File: src/rtl/axis_rx_fifo_wr_control_if.sv
// RX stream beat inputs plus the FIFO write/read handshake between the
// frame-admission controller (slave) and its environment (master).
interface axis_rx_fifo_wr_control_if #(
    parameter int CNT_WIDTH = 10
);
    logic                 s_axis_tvalid;
    logic                 s_axis_tlast;
    logic [CNT_WIDTH-1:0] fifo_wr_count;
    logic                 rd_tlast_done;
    logic                 fifo_wr_enable;
    logic                 fifo_wr_tlast;
    logic                 fifo_rd_enable;

    modport master (
        output s_axis_tvalid, s_axis_tlast, fifo_wr_count, rd_tlast_done,
        input  fifo_wr_enable, fifo_wr_tlast, fifo_rd_enable
    );

    modport slave (
        input  s_axis_tvalid, s_axis_tlast, fifo_wr_count, rd_tlast_done,
        output fifo_wr_enable, fifo_wr_tlast, fifo_rd_enable
    );
endinterface

File: src/rtl/axis_rx_fifo_wr_control.sv
// Admits whole RX frames into the FIFO only when worst-case space is free, truncates oversize frames.
// Zero-latency write strobe; no backpressure upstream, so rejected frames are discarded to TLAST.
// Read side is released one complete frame at a time via a registered enable.
module axis_rx_fifo_wr_control #(
    parameter int FIFO_DEPTH      = 512,
    parameter int CNT_WIDTH       = 10,
    parameter int MAX_FRAME_WORDS = 256
) (
    input  logic                            clk,
    input  logic                            aresetn,
    axis_rx_fifo_wr_control_if.slave        bus,
    input  logic                            gt_rx_active,
    output logic                            frame_avail,
    output logic [15:0]                     drop_count,
    output logic                            oversize_err
);
    localparam int BW = $clog2(MAX_FRAME_WORDS + 1);

    typedef enum logic [1:0] {IDLE, PASS, DROP} state_t;

    state_t               state_q;
    logic [BW-1:0]        beat_cnt_q;
    logic [15:0]          drop_count_q;
    logic                 oversize_q;
    logic [CNT_WIDTH-1:0] stored_q, stored_d;
    logic                 frame_avail_q;
    logic                 rd_en_q, rd_en_d;

    int   free_words;
    logic accept, last_slot, wr_en, trunc, wr_tlast, drop_evt, inc, dec;

    always_comb begin
        free_words = FIFO_DEPTH - int'(bus.fifo_wr_count);
        accept     = gt_rx_active && (free_words >= MAX_FRAME_WORDS);
        // The beat in flight is the last one that still fits the reservation.
        last_slot  = (state_q == IDLE) ? (MAX_FRAME_WORDS == 1)
                                       : (beat_cnt_q == BW'(MAX_FRAME_WORDS - 1));
        wr_en      = aresetn && bus.s_axis_tvalid &&
                     ((state_q == PASS) || ((state_q == IDLE) && accept));
        trunc      = wr_en && !bus.s_axis_tlast && last_slot;
        wr_tlast   = wr_en && (bus.s_axis_tlast || trunc);
        drop_evt   = aresetn && bus.s_axis_tvalid && (state_q == IDLE) && !accept;

        inc = wr_tlast;
        dec = bus.rd_tlast_done && (stored_q != '0);
        stored_d = stored_q;
        if (inc && !dec)
            stored_d = stored_q + 1'b1;
        else if (dec && !inc)
            stored_d = stored_q - 1'b1;

        rd_en_d = rd_en_q ? !bus.rd_tlast_done : (stored_q != '0);
    end

    always_ff @(posedge clk or negedge aresetn) begin
        if (!aresetn) begin
            state_q      <= IDLE;
            beat_cnt_q   <= '0;
            drop_count_q <= '0;
            oversize_q   <= 1'b0;
        end else begin
            if (drop_evt && (drop_count_q != 16'hFFFF))
                drop_count_q <= drop_count_q + 16'd1;
            if (trunc)
                oversize_q <= 1'b1;
            if (bus.s_axis_tvalid) begin
                unique case (state_q)
                    IDLE: begin
                        if (!bus.s_axis_tlast) begin
                            state_q    <= (accept && !trunc) ? PASS : DROP;
                            beat_cnt_q <= (accept && !trunc) ? BW'(1) : '0;
                        end
                    end
                    PASS: begin
                        if (bus.s_axis_tlast || trunc) begin
                            state_q    <= bus.s_axis_tlast ? IDLE : DROP;
                            beat_cnt_q <= '0;
                        end else begin
                            beat_cnt_q <= beat_cnt_q + 1'b1;
                        end
                    end
                    DROP: begin
                        if (bus.s_axis_tlast)
                            state_q <= IDLE;
                    end
                    default: begin
                        state_q    <= IDLE;
                        beat_cnt_q <= '0;
                    end
                endcase
            end
        end
    end

    always_ff @(posedge clk or negedge aresetn) begin
        if (!aresetn) begin
            stored_q      <= '0;
            frame_avail_q <= 1'b0;
            rd_en_q       <= 1'b0;
        end else begin
            stored_q      <= stored_d;
            frame_avail_q <= (stored_d != '0);
            rd_en_q       <= rd_en_d;
        end
    end

    assign bus.fifo_wr_enable = wr_en;
    assign bus.fifo_wr_tlast  = wr_tlast;
    assign bus.fifo_rd_enable = rd_en_q;
    assign frame_avail        = frame_avail_q;
    assign drop_count         = drop_count_q;
    assign oversize_err       = oversize_q;
endmodule

File: src/flat_wrapper.sv
// flat-port wrapper written by rule: the top's interface ports become plain ports
module axis_rx_fifo_wr_control_flat 
#(
    parameter int FIFO_DEPTH      = 512,
    parameter int CNT_WIDTH       = 10,
    parameter int MAX_FRAME_WORDS = 256
)
  (clk, aresetn, gt_rx_active, frame_avail, drop_count, oversize_err, bus_s_axis_tvalid, bus_s_axis_tlast, bus_fifo_wr_count, bus_rd_tlast_done, bus_fifo_wr_enable, bus_fifo_wr_tlast, bus_fifo_rd_enable);
  axis_rx_fifo_wr_control_if #(.CNT_WIDTH(CNT_WIDTH)) bus_i ();
  input  logic clk;
  input  logic aresetn;
  input  logic gt_rx_active;
  output logic frame_avail;
  output logic [15:0] drop_count;
  output logic oversize_err;
  input wire logic [$bits(bus_i.s_axis_tvalid)-1:0] bus_s_axis_tvalid;
  input wire logic [$bits(bus_i.s_axis_tlast)-1:0] bus_s_axis_tlast;
  input wire logic [$bits(bus_i.fifo_wr_count)-1:0] bus_fifo_wr_count;
  input wire logic [$bits(bus_i.rd_tlast_done)-1:0] bus_rd_tlast_done;
  output wire logic [$bits(bus_i.fifo_wr_enable)-1:0] bus_fifo_wr_enable;
  output wire logic [$bits(bus_i.fifo_wr_tlast)-1:0] bus_fifo_wr_tlast;
  output wire logic [$bits(bus_i.fifo_rd_enable)-1:0] bus_fifo_rd_enable;
  assign bus_i.s_axis_tvalid = bus_s_axis_tvalid;
  assign bus_i.s_axis_tlast = bus_s_axis_tlast;
  assign bus_i.fifo_wr_count = bus_fifo_wr_count;
  assign bus_i.rd_tlast_done = bus_rd_tlast_done;
  assign bus_fifo_wr_enable = bus_i.fifo_wr_enable;
  assign bus_fifo_wr_tlast = bus_i.fifo_wr_tlast;
  assign bus_fifo_rd_enable = bus_i.fifo_rd_enable;
  axis_rx_fifo_wr_control #(.FIFO_DEPTH(FIFO_DEPTH), .CNT_WIDTH(CNT_WIDTH), .MAX_FRAME_WORDS(MAX_FRAME_WORDS)) u_core (.clk(clk), .aresetn(aresetn), .bus(bus_i), .gt_rx_active(gt_rx_active), .frame_avail(frame_avail), .drop_count(drop_count), .oversize_err(oversize_err));
endmodule
File: config.mk
export PLATFORM = sky130hd
export DESIGN_NAME = axis_rx_fifo_wr_control_flat
export DESIGN_NICKNAME = d
export VERILOG_FILES = /design/src/rtl/axis_rx_fifo_wr_control_if.sv /design/src/rtl/axis_rx_fifo_wr_control.sv /design/src/flat_wrapper.sv
export SDC_FILE = /design/constraint.sdc
export NUM_CORES = 1
export LEC_CHECK = 0
export ABC_AREA = 1
export ABC_CLOCK_PERIOD_IN_PS = 3200
export CORE_MARGIN = 1.5
export CORE_UTILIZATION = 45
export DETAILED_ROUTE_END_ITERATION = 8
export PLACE_DENSITY = 0.69
export SYNTH_ARGS = -nofsm -noshare
export SYNTH_HDL_FRONTEND = slang
export SYNTH_SLANG_ARGS = --single-unit
File: constraint.sdc
create_clock -name clk -period 3.2 [get_ports clk]
set_clock_uncertainty 0.15 [all_clocks]
set_input_delay 0.64 -clock clk [delete_from_list [all_inputs] [get_ports clk]]
set_output_delay 0.64 -clock clk [all_outputs]
set_load 0.02 [all_outputs]
After elaboration in Yosys (flattened, before gate mapping)
Cells that the tools add are included. Widths: inputs -> output; s select.

Logic and storage cells: 62. Register bits: 40. Input port bits: 16.

Magnitude comparators: 1. Add/subtract/negate cells: 5. Reduce and logical (&&, ||, !) cells: 27. Bitwise operators: 1. Eq/ne operators: 7. Muxes and demuxes: 14.

Operators by type and width (count): $ge 32x10->1 const B (1); $pmux 9 s3 (1); $mux 10 (2); $reduce_bool 10->1 (2); $mux 9 (2); $add 16x1->16 const B (1); $ne 16x16->1 const B (1); $logic_and 1x1->1 (14); $sub 10x10->11 const A (1); $add 10x1->10 const B (1); $mux 2 (5); $sub 10x1->10 const B (1); $add 9x1->9 const B (1); $eq 9x8->1 const B (1); $logic_not 1->1 (6); $ne 2x2->1 const B (3); $pmux 2 s3 (1); $reduce_and 4->1 (1); $mux 1 (3); $reduce_and 3->1 (1); $eq 2x1->1 const B (1); $eq 2x2->1 const B (1); $logic_not 2->1 (1); $logic_or 1x1->1 (2); $not 1->1 (1).

Logic depth before layout (Yosys ltp)
Gate-level depths: netlist (run 1).

Word-level depth: 15. Gate-level depth with buffers: 17.

Worst setup path after synthesis (run 1)
No wires, ideal clock.

Path type: reg-to-output. Start point: register u_core.beat_cnt_q[0]. End point: output bus_fifo_wr_tlast. Path slack: 0.690 ns. Data arrival time: 1.720 ns. Data required time: 2.410 ns. Stages on the path, launching flop included: 11. Cell sequence: dfrtp_1 > ha_1 > nand2_1 > nor2_1 > nand3_1 > nor3b_1 > ha_1 > inv_1 > o21ai_4 > nand3_2 > inv_1.

Word-level cells in the longest chain between the ends: 5.

RTL lines: start, declared (RTL line axis_rx_fifo_wr_control.sv:22) `logic [BW-1:0] beat_cnt_q;`; start signal, assigned (RTL line axis_rx_fifo_wr_control.sv:71) `beat_cnt_q <= (accept && !trunc) ? BW'(1) : '0;`; start signal, assigned (RTL line axis_rx_fifo_wr_control.sv:79) `beat_cnt_q <= beat_cnt_q + 1'b1;`; $eq 9x8->1 (RTL line axis_rx_fifo_wr_control.sv:37) `: (beat_cnt_q == BW'(MAX_FRAME_WORDS - 1));`; $mux 1 (RTL line axis_rx_fifo_wr_control.sv:36) `last_slot = (state_q == IDLE) ? (MAX_FRAME_WORDS == 1)`; $logic_and 1x1->1 (RTL line axis_rx_fifo_wr_control.sv:40) `trunc = wr_en && !bus.s_axis_tlast && last_slot;`; $logic_or 1x1->1 (RTL line axis_rx_fifo_wr_control.sv:41) `wr_tlast = wr_en && (bus.s_axis_tlast || trunc);`; $logic_and 1x1->1 (RTL line axis_rx_fifo_wr_control.sv:41); end, declared (RTL line flat_wrapper.sv:21) `output wire logic [$bits(bus_i.fifo_wr_tlast)-1:0] bus_fifo_wr_tlast;`.

Every way passes these cells.

Worst setup path in the final report (run 1)
Same ends and word-level chain as after synthesis.

==> results of run 1 <==
[placed cells by master (no fill, tap or decap), types with 3 or more instances in the layout]
cell type | netlist | routed
inv_1 | 37 | 37
nand4_1 | 5 | 5
nand2_1 | 77 | 77
o21ai_0 | 9 | 9
clkdlybuf4s50_1 | 0 | 33
nor3_1 | 9 | 9
a21oi_1 | 12 | 12
inv_2 | 3 | 3
nand3_2 | 3 | 3
xor2_1 | 25 | 25
ha_1 | 5 | 4
nor2_1 | 39 | 39
buf_4 | 0 | 3
clkbuf_8 | 0 | 6
dfrtp_1 | 40 | 40
xnor2_1 | 4 | 4
nand2_2 | 3 | 3
nand3_1 | 21 | 21
[metal layers]
layer	part of all wire (%)	track usage [%]
met2	48	30.88
met1	46	23.57
met4	1.6	6.545
met3	4.3	4.405
met5	0	0
[layout make-up]
class / instances / area [µm²]
Timing Repair Buffer: 39 / 375.4
Clock buffer: 6 / 82.58
Sequential cell: 40 / 1001
Tap cell: 70 / 87.58
Inverter: 41 / 156.4
Fill cell: 521 / 2211
Clock inverter: 2 / 10.01
Multi-Input combinational cell: 231 / 1281
[critical path, cell delays in order (launching register included)]
cell and delay, ns:
dfrtp_1 0.39, ha_1 0.18, nand2_1 0.06, nor2_1 0.11, nand3_1 0.13, nor3b_2 0.19, ha_2 0.21, inv_1 0.06
o21ai_4 0.19, nand3_2 0.11, inv_1 0.07, clkbuf_2 0.16
[final timing paths]
kind,from,to,cells after the start
hold reg to reg,u_core.oversize_err,u_core.oversize_err,2
min in group clk,u_core.oversize_err,u_core.oversize_err,2
hold / removal,aresetn,u_core.state_q[1],2
setup reg to reg,u_core.beat_cnt_q[0],u_core.frame_avail,18
setup / recovery,u_core.beat_cnt_q[0],bus_fifo_wr_tlast,11
max in group asynchronous,aresetn,u_core.beat_cnt_q[8],2
[per-stage QoR]
stage	std cells	cell area [µm²]	hold WS, ns	setup slack, ns	power [mW]
2_1_floorplan	316	2470	0.1944	0.6896	1.298
3_3_place_gp	421	2897	0.2977	0.09636	1.489
3_5_place_dp	421	2897	0.3082	0.06949	1.510
4_1_cts	429	2988	0.2821	0.08070	1.866
5_1_grt	429	2994	0.3107	0.1203	1.998
6_report	429	2994	0.2679	0.2772	1.854
[flip-flops by register name (all words and copies together) (netlist names)]
name,cells
u_core.beat_cnt_q,9
u_core.bus.fifo_rd_enable,1
u_core.drop_count,16
u_core.frame_avail,1
u_core.oversize_err,1
u_core.state_q,2
u_core.stored_q,10
[logic make-up after synthesis]
| logic type | synth area share (%) |
|---|---|
| XOR/XNOR | 10.28 |
| AND/OR/NAND/NOR | 32.07 |
| adder cells (fa/ha/maj) | 2.533 |
| buffers and inverters | 7.902 |
| AO/OA/AOI/OAI | 6.687 |
| flip-flops | 40.53 |
[power by group through the flow]
stage               logic (mW)  clock network (mW)  registers, mW
CTS                      0.758               0.362          0.746
detailed placement       0.755                   0          0.755
finish                   0.754               0.350          0.750
global route             0.848               0.382          0.769
global placement         0.736                   0          0.753
floorplan                0.552                   0          0.746
[repair_timing]
item                                    4_1_cts  5_1_grt
endpoints found under the setup margin        1        2
cloned                                        0        0
gates resized for setup                       1        5
==> impl_metrics.py, run 1 <==
metrics = {
    "run_status": {
        "status": "finished clean",
    },
    "synth": {
        "ys_seq_area_share_pct": 40.53,
        "syn_area_um2": 2470,
        "yosys.area.top_type": "dfrtp_1",
        "synth_fp_nets": 337,
        "synth.top_cell.area_share_pct": 40.53,
        "synth_flop_cell": "dfrtp_1",
        "synth_commonest_cells": "77 x nand2_1, 40 x dfrtp_1, 39 x nor2_1",
        "synth_area_per_cell_um2": 7.816,
        "ys_seq_elements": 40,
        "yosysWarnings": 0,
        "synth_cell_types": 30,
        "synth_most_common_cell": "nand2_1",
        "async_flop_share_pct": 100.0,
        "syn-instance-count": 316,
        "synth_area_leaders": "dfrtp_1 41%, nand2_1 12%, xor2_1 8.9%",
        "synth_edf_count": 0,
    },
    "flow_run": {
        "drv_cap": 0,
    },
    "sta": {
        "hold_viol_final": 0,
        "rsz0062_at_grt": "false",
        "fin_crit_ns": 2.923,
        "tightest_slew_ns": 0.5014,
        "setup_tns_ns": 0,
        "max_freq_mhz": 342.1,
        "slew_viol_final": 0,
        "setup_viol": 0,
        "period_share_pct": 91.34,
        "slew_headroom_pct": 66.57,
    },
    "placement": {
        "place.detailed.hpwl_um": 3819,
        "port_buffers": 36,
        "gp_congestion": 0.8930,
    },
    "power_and_ir_drop": {
        "swShare_pct": 41.95,
        "ir_drop_mv": 0.3736,
        "power.switching_mw": 0.7779,
        "power_frac_clock_pct": 18.9,
        "p_leak_nw": 1.463,
        "power_frac_comb_pct": 40.7,
        "p_int_mw": 1.076,
        "power.density_nw_per_um2": 619.3,
        "pwr-share-seq_pct": 40.5,
    },
    "global_route": {
        "grt_pass1_wl_um": 8921,
        "grt_use_total_pct": 18.57,
        "antenna_found_initial": 0,
        "grt_pass1_vias": 2022,
        "grt_max_degree": 41,
        "gr-total-overflow": 0,
    },
    "critical_path": {
        "end_kind": "output port",
        "reg2reg_slack_ns": 0.39,
        "critPathLaunchType": "flop",
        "crit_fanout": 4,
        "cp.arrival_ns": 2.13,
        "critPathRequiredTime_ns": 2.41,
        "path_class": "flop to output port",
    },
    "routing": {
        "drc": 0,
        "viasPerCell": 4.918,
        "drt-pass1-iter-count": 4,
        "drt_iter0_drc": 62,
        "wirelength_um": 5165,
        "ant_nets": 0,
        "vias": 2110,
        "wire_per_inst_um": 12.04,
    },
    "min_path": {
        "hp-class": "input pin to asynchronous set/reset pin",
    },
    "layout": {
        "fin_nets": 379,
        "drive_gt1_share_pct": 10.03,
        "insertedDiodeCount": 0,
        "final_core_util_pct": 57.52,
        "syn2layout_area_growth_pct": 21.23,
    },
    "floorplanning": {
        "num_rows": 26,
        "die_h_um": 77.09,
        "start_util_pct": 47.45,
        "fp.dieW_um": 77.09,
        "io_pins": 37,
        "dieArea_um2": 5942,
        "core_area_um2": 5205,
    },
    "clocking": {
        "cts_max_level": 2,
        "cts-root-buf": "clkbuf_8",
        "tritoncts": "yes",
        "cts.clk_slew.worst_paths_ns": 0.07,
        "cts_buffer_depth": 2,
        "clkSinkCount": 40,
        "clk_latency_ns": 0.29,
        "hold_buffers": 0,
        "cts_setup_buffers": 0,
        "cts_made_buffers": 5,
    },
}
Note: power is estimated with default switching activity, not from simulation.
==> inputs of run 2 (changes only) <==
--- a/config.mk
+++ b/config.mk
@@ -7,10 +7,14 @@
 export LEC_CHECK = 0
 export ABC_AREA = 1
 export ABC_CLOCK_PERIOD_IN_PS = 3200
+export CELL_PAD_IN_SITES_DETAIL_PLACEMENT = 1
+export CELL_PAD_IN_SITES_GLOBAL_PLACEMENT = 2
 export CORE_MARGIN = 1.5
-export CORE_UTILIZATION = 45
+export CORE_UTILIZATION = 31
+export CTS_CLUSTER_DIAMETER = 200
 export DETAILED_ROUTE_END_ITERATION = 8
-export PLACE_DENSITY = 0.69
+export PLACE_DENSITY = 0.8
 export SYNTH_ARGS = -nofsm -noshare
 export SYNTH_HDL_FRONTEND = slang
 export SYNTH_SLANG_ARGS = --single-unit
+export TNS_END_PERCENT = 10
==> run 2 against run 1 <==
- clock power fell by 6.9%
- cell area rose by 1.5%
- utilization fell by 18 points
==> impl_metrics.py, run 2 (same netlist as run 1, synthesis figures left out) <==
metrics = {
    "clocking": {
        "tritoncts": "yes",
        "clk_latency_ns": 0.29,
        "cts.clk_slew.worst_paths_ns": 0.08,
        "cts-root-buf": "clkbuf_8",
        "clkSinkCount": 40,
        "cts_buffer_depth": 2,
        "cts_max_level": 2,
        "cts_made_buffers": 5,
        "hold_buffers": 0,
        "cts_setup_buffers": 0,
    },
    "floorplanning": {
        "io_pins": 37,
        "start_util_pct": 31.96,
        "die_h_um": 92.26,
        "num_rows": 32,
        "core_area_um2": 7727,
        "fp.dieW_um": 92.26,
        "dieArea_um2": 8512,
    },
    "routing": {
        "viasPerCell": 4.656,
        "wire_per_inst_um": 13.58,
        "drt-pass1-iter-count": 4,
        "ant_nets": 0,
        "drt_iter0_drc": 128,
        "drc": 0,
        "vias": 2151,
        "wirelength_um": 6272,
    },
    "layout": {
        "syn2layout_area_growth_pct": 23.05,
        "fin_nets": 381,
        "drive_gt1_share_pct": 10.28,
        "n_fill_cell": 949,
        "mostFrequentLayoutCells": "77 x nand2_1, 40 x dfrtp_1, 39 x nor2_1",
        "seq_area_um2": 1001,
        "final_common_cell": "nand2_1",
        "largest_register_ffs": 16,
        "insertedDiodeCount": 0,
        "multi_input_area_um2": 1286,
    },
    "sta": {
        "hold_viol_final": 0,
        "max_freq_mhz": 342.2,
        "setup_tns_ns": 0,
        "slew_headroom_pct": 64.82,
        "period_share_pct": 91.33,
        "tightest_slew_ns": 0.5277,
        "fin_crit_ns": 2.922,
        "hold_ws_ns": 0.2865,
        "slew_viol_final": 0,
        "setup_viol": 0,
        "rsz0062_at_grt": "false",
    },
    "global_route": {
        "grt_pass1_wl_um": 10960,
        "grt_max_degree": 41,
        "grt_pass1_vias": 2305,
        "antenna_found_initial": 0,
        "gr-total-overflow": 0,
        "grt_use_total_pct": 16.38,
    },
    "power_and_ir_drop": {
        "ir_drop_mv": 0.4303,
        "p_leak_nw": 1.462,
        "power.density_nw_per_um2": 611.8,
    },
    "critical_path": {
        "cp.arrival_ns": 2.13,
        "critPathRequiredTime_ns": 2.41,
        "path_class": "flop to output port",
        "r2r-end": "u_core.frame_avail",
        "worst_r2r_path_depth": 18,
        "end_kind": "output port",
        "reg2reg_slack_ns": 0.35,
        "crit_fanout": 3,
        "worstReg2RegStart": "u_core.beat_cnt_q[1]",
        "critPathLaunchType": "flop",
    },
    "placement": {
        "gp_congestion": 0.7466,
        "port_buffers": 36,
        "place.detailed.hpwl_um": 4752,
    },
    "flow_run": {
        "drv_cap": 0,
    },
    "run_status": {
        "status": "finished clean",
    },
    "min_path": {
        "hp-class": "input pin to asynchronous set/reset pin",
    },
}
-- run 2: worst max-delay path by stage --
| stage | from | endpoint | depth (start not counted) |
|---|---|---|---|
| after floorplan | u_core.beat_cnt_q[0] | bus_fifo_wr_tlast | 10 |
| after global placement | bus_fifo_wr_count[2] | bus_fifo_wr_tlast | 9 |
| after detailed placement | bus_fifo_wr_count[0] | bus_fifo_wr_enable | 7 |
| after CTS | bus_fifo_wr_count[0] | bus_fifo_wr_enable | 7 |
| after global routing | u_core.beat_cnt_q[1] | u_core.frame_avail | 18 |
| final | u_core.beat_cnt_q[1] | bus_fifo_wr_tlast | 11 |
-- run 2: where the power goes --
part	internal [mW]	switching, mW
Sequential	0.605	0.147
Combinational	0.306	0.477
Clock	0.149	0.177
-- run 2: metal layers --
layer | GRT usage (%) | routed length, µm | vias up
met5 | 0 | 0 | -
met4 | 3.462 | 31 | 0
met3 | 3.068 | 149 | 4
met2 | 28.70 | 3141 | 26
met1 | 20.88 | 2950 | 1039
li1 | - | - | 1082
-- run 2: area by class of cell --
type / count / share of cell area [%]
inverter: 41 / 5.146
sequential: 40 / 32.94
multi-input combinational: 231 / 42.32
tap: 102 / 4.199
clock inverter: 1 / 0.1647
timing repair buffer: 41 / 12.84
clock buffer: 6 / 2.388
-- run 2: what timing repair did --
item	4_1_cts	5_1_grt
setup endpoints to repair	1	3
gates resized for setup	1	7
pin swaps	0	1
-- run 2: per-stage QoR --
| step | total power, mW | instance area [µm²] | setup slack (ns) | utilization, % | std cells |
|---|---|---|---|---|---|
| floorplan | 1.298 | 2470 | 0.6896 | - | 316 |
| global placement | 1.527 | 2952 | 0.06469 | 38.20 | 455 |
| detailed placement | 1.552 | 2952 | 0.02118 | 38.20 | 455 |
| CTS | 1.888 | 3028 | 0.02171 | 39.18 | 462 |
| global route | 2.030 | 3039 | 0.02030 | 39.33 | 462 |
| finish | 1.859 | 3039 | 0.2776 | 39.33 | 462 |
-- run 2: critical path: stages, from the launching register on --
cell      delay (ns)
dfrtp_1         0.37
ha_1            0.17
nand2_1         0.06
nor2_1          0.13
nand3_1         0.12
nor3b_2         0.20
ha_2            0.23
inv_1           0.07
o21ai_4         0.16
nand3_2         0.10
inv_1           0.07
clkbuf_2        0.16
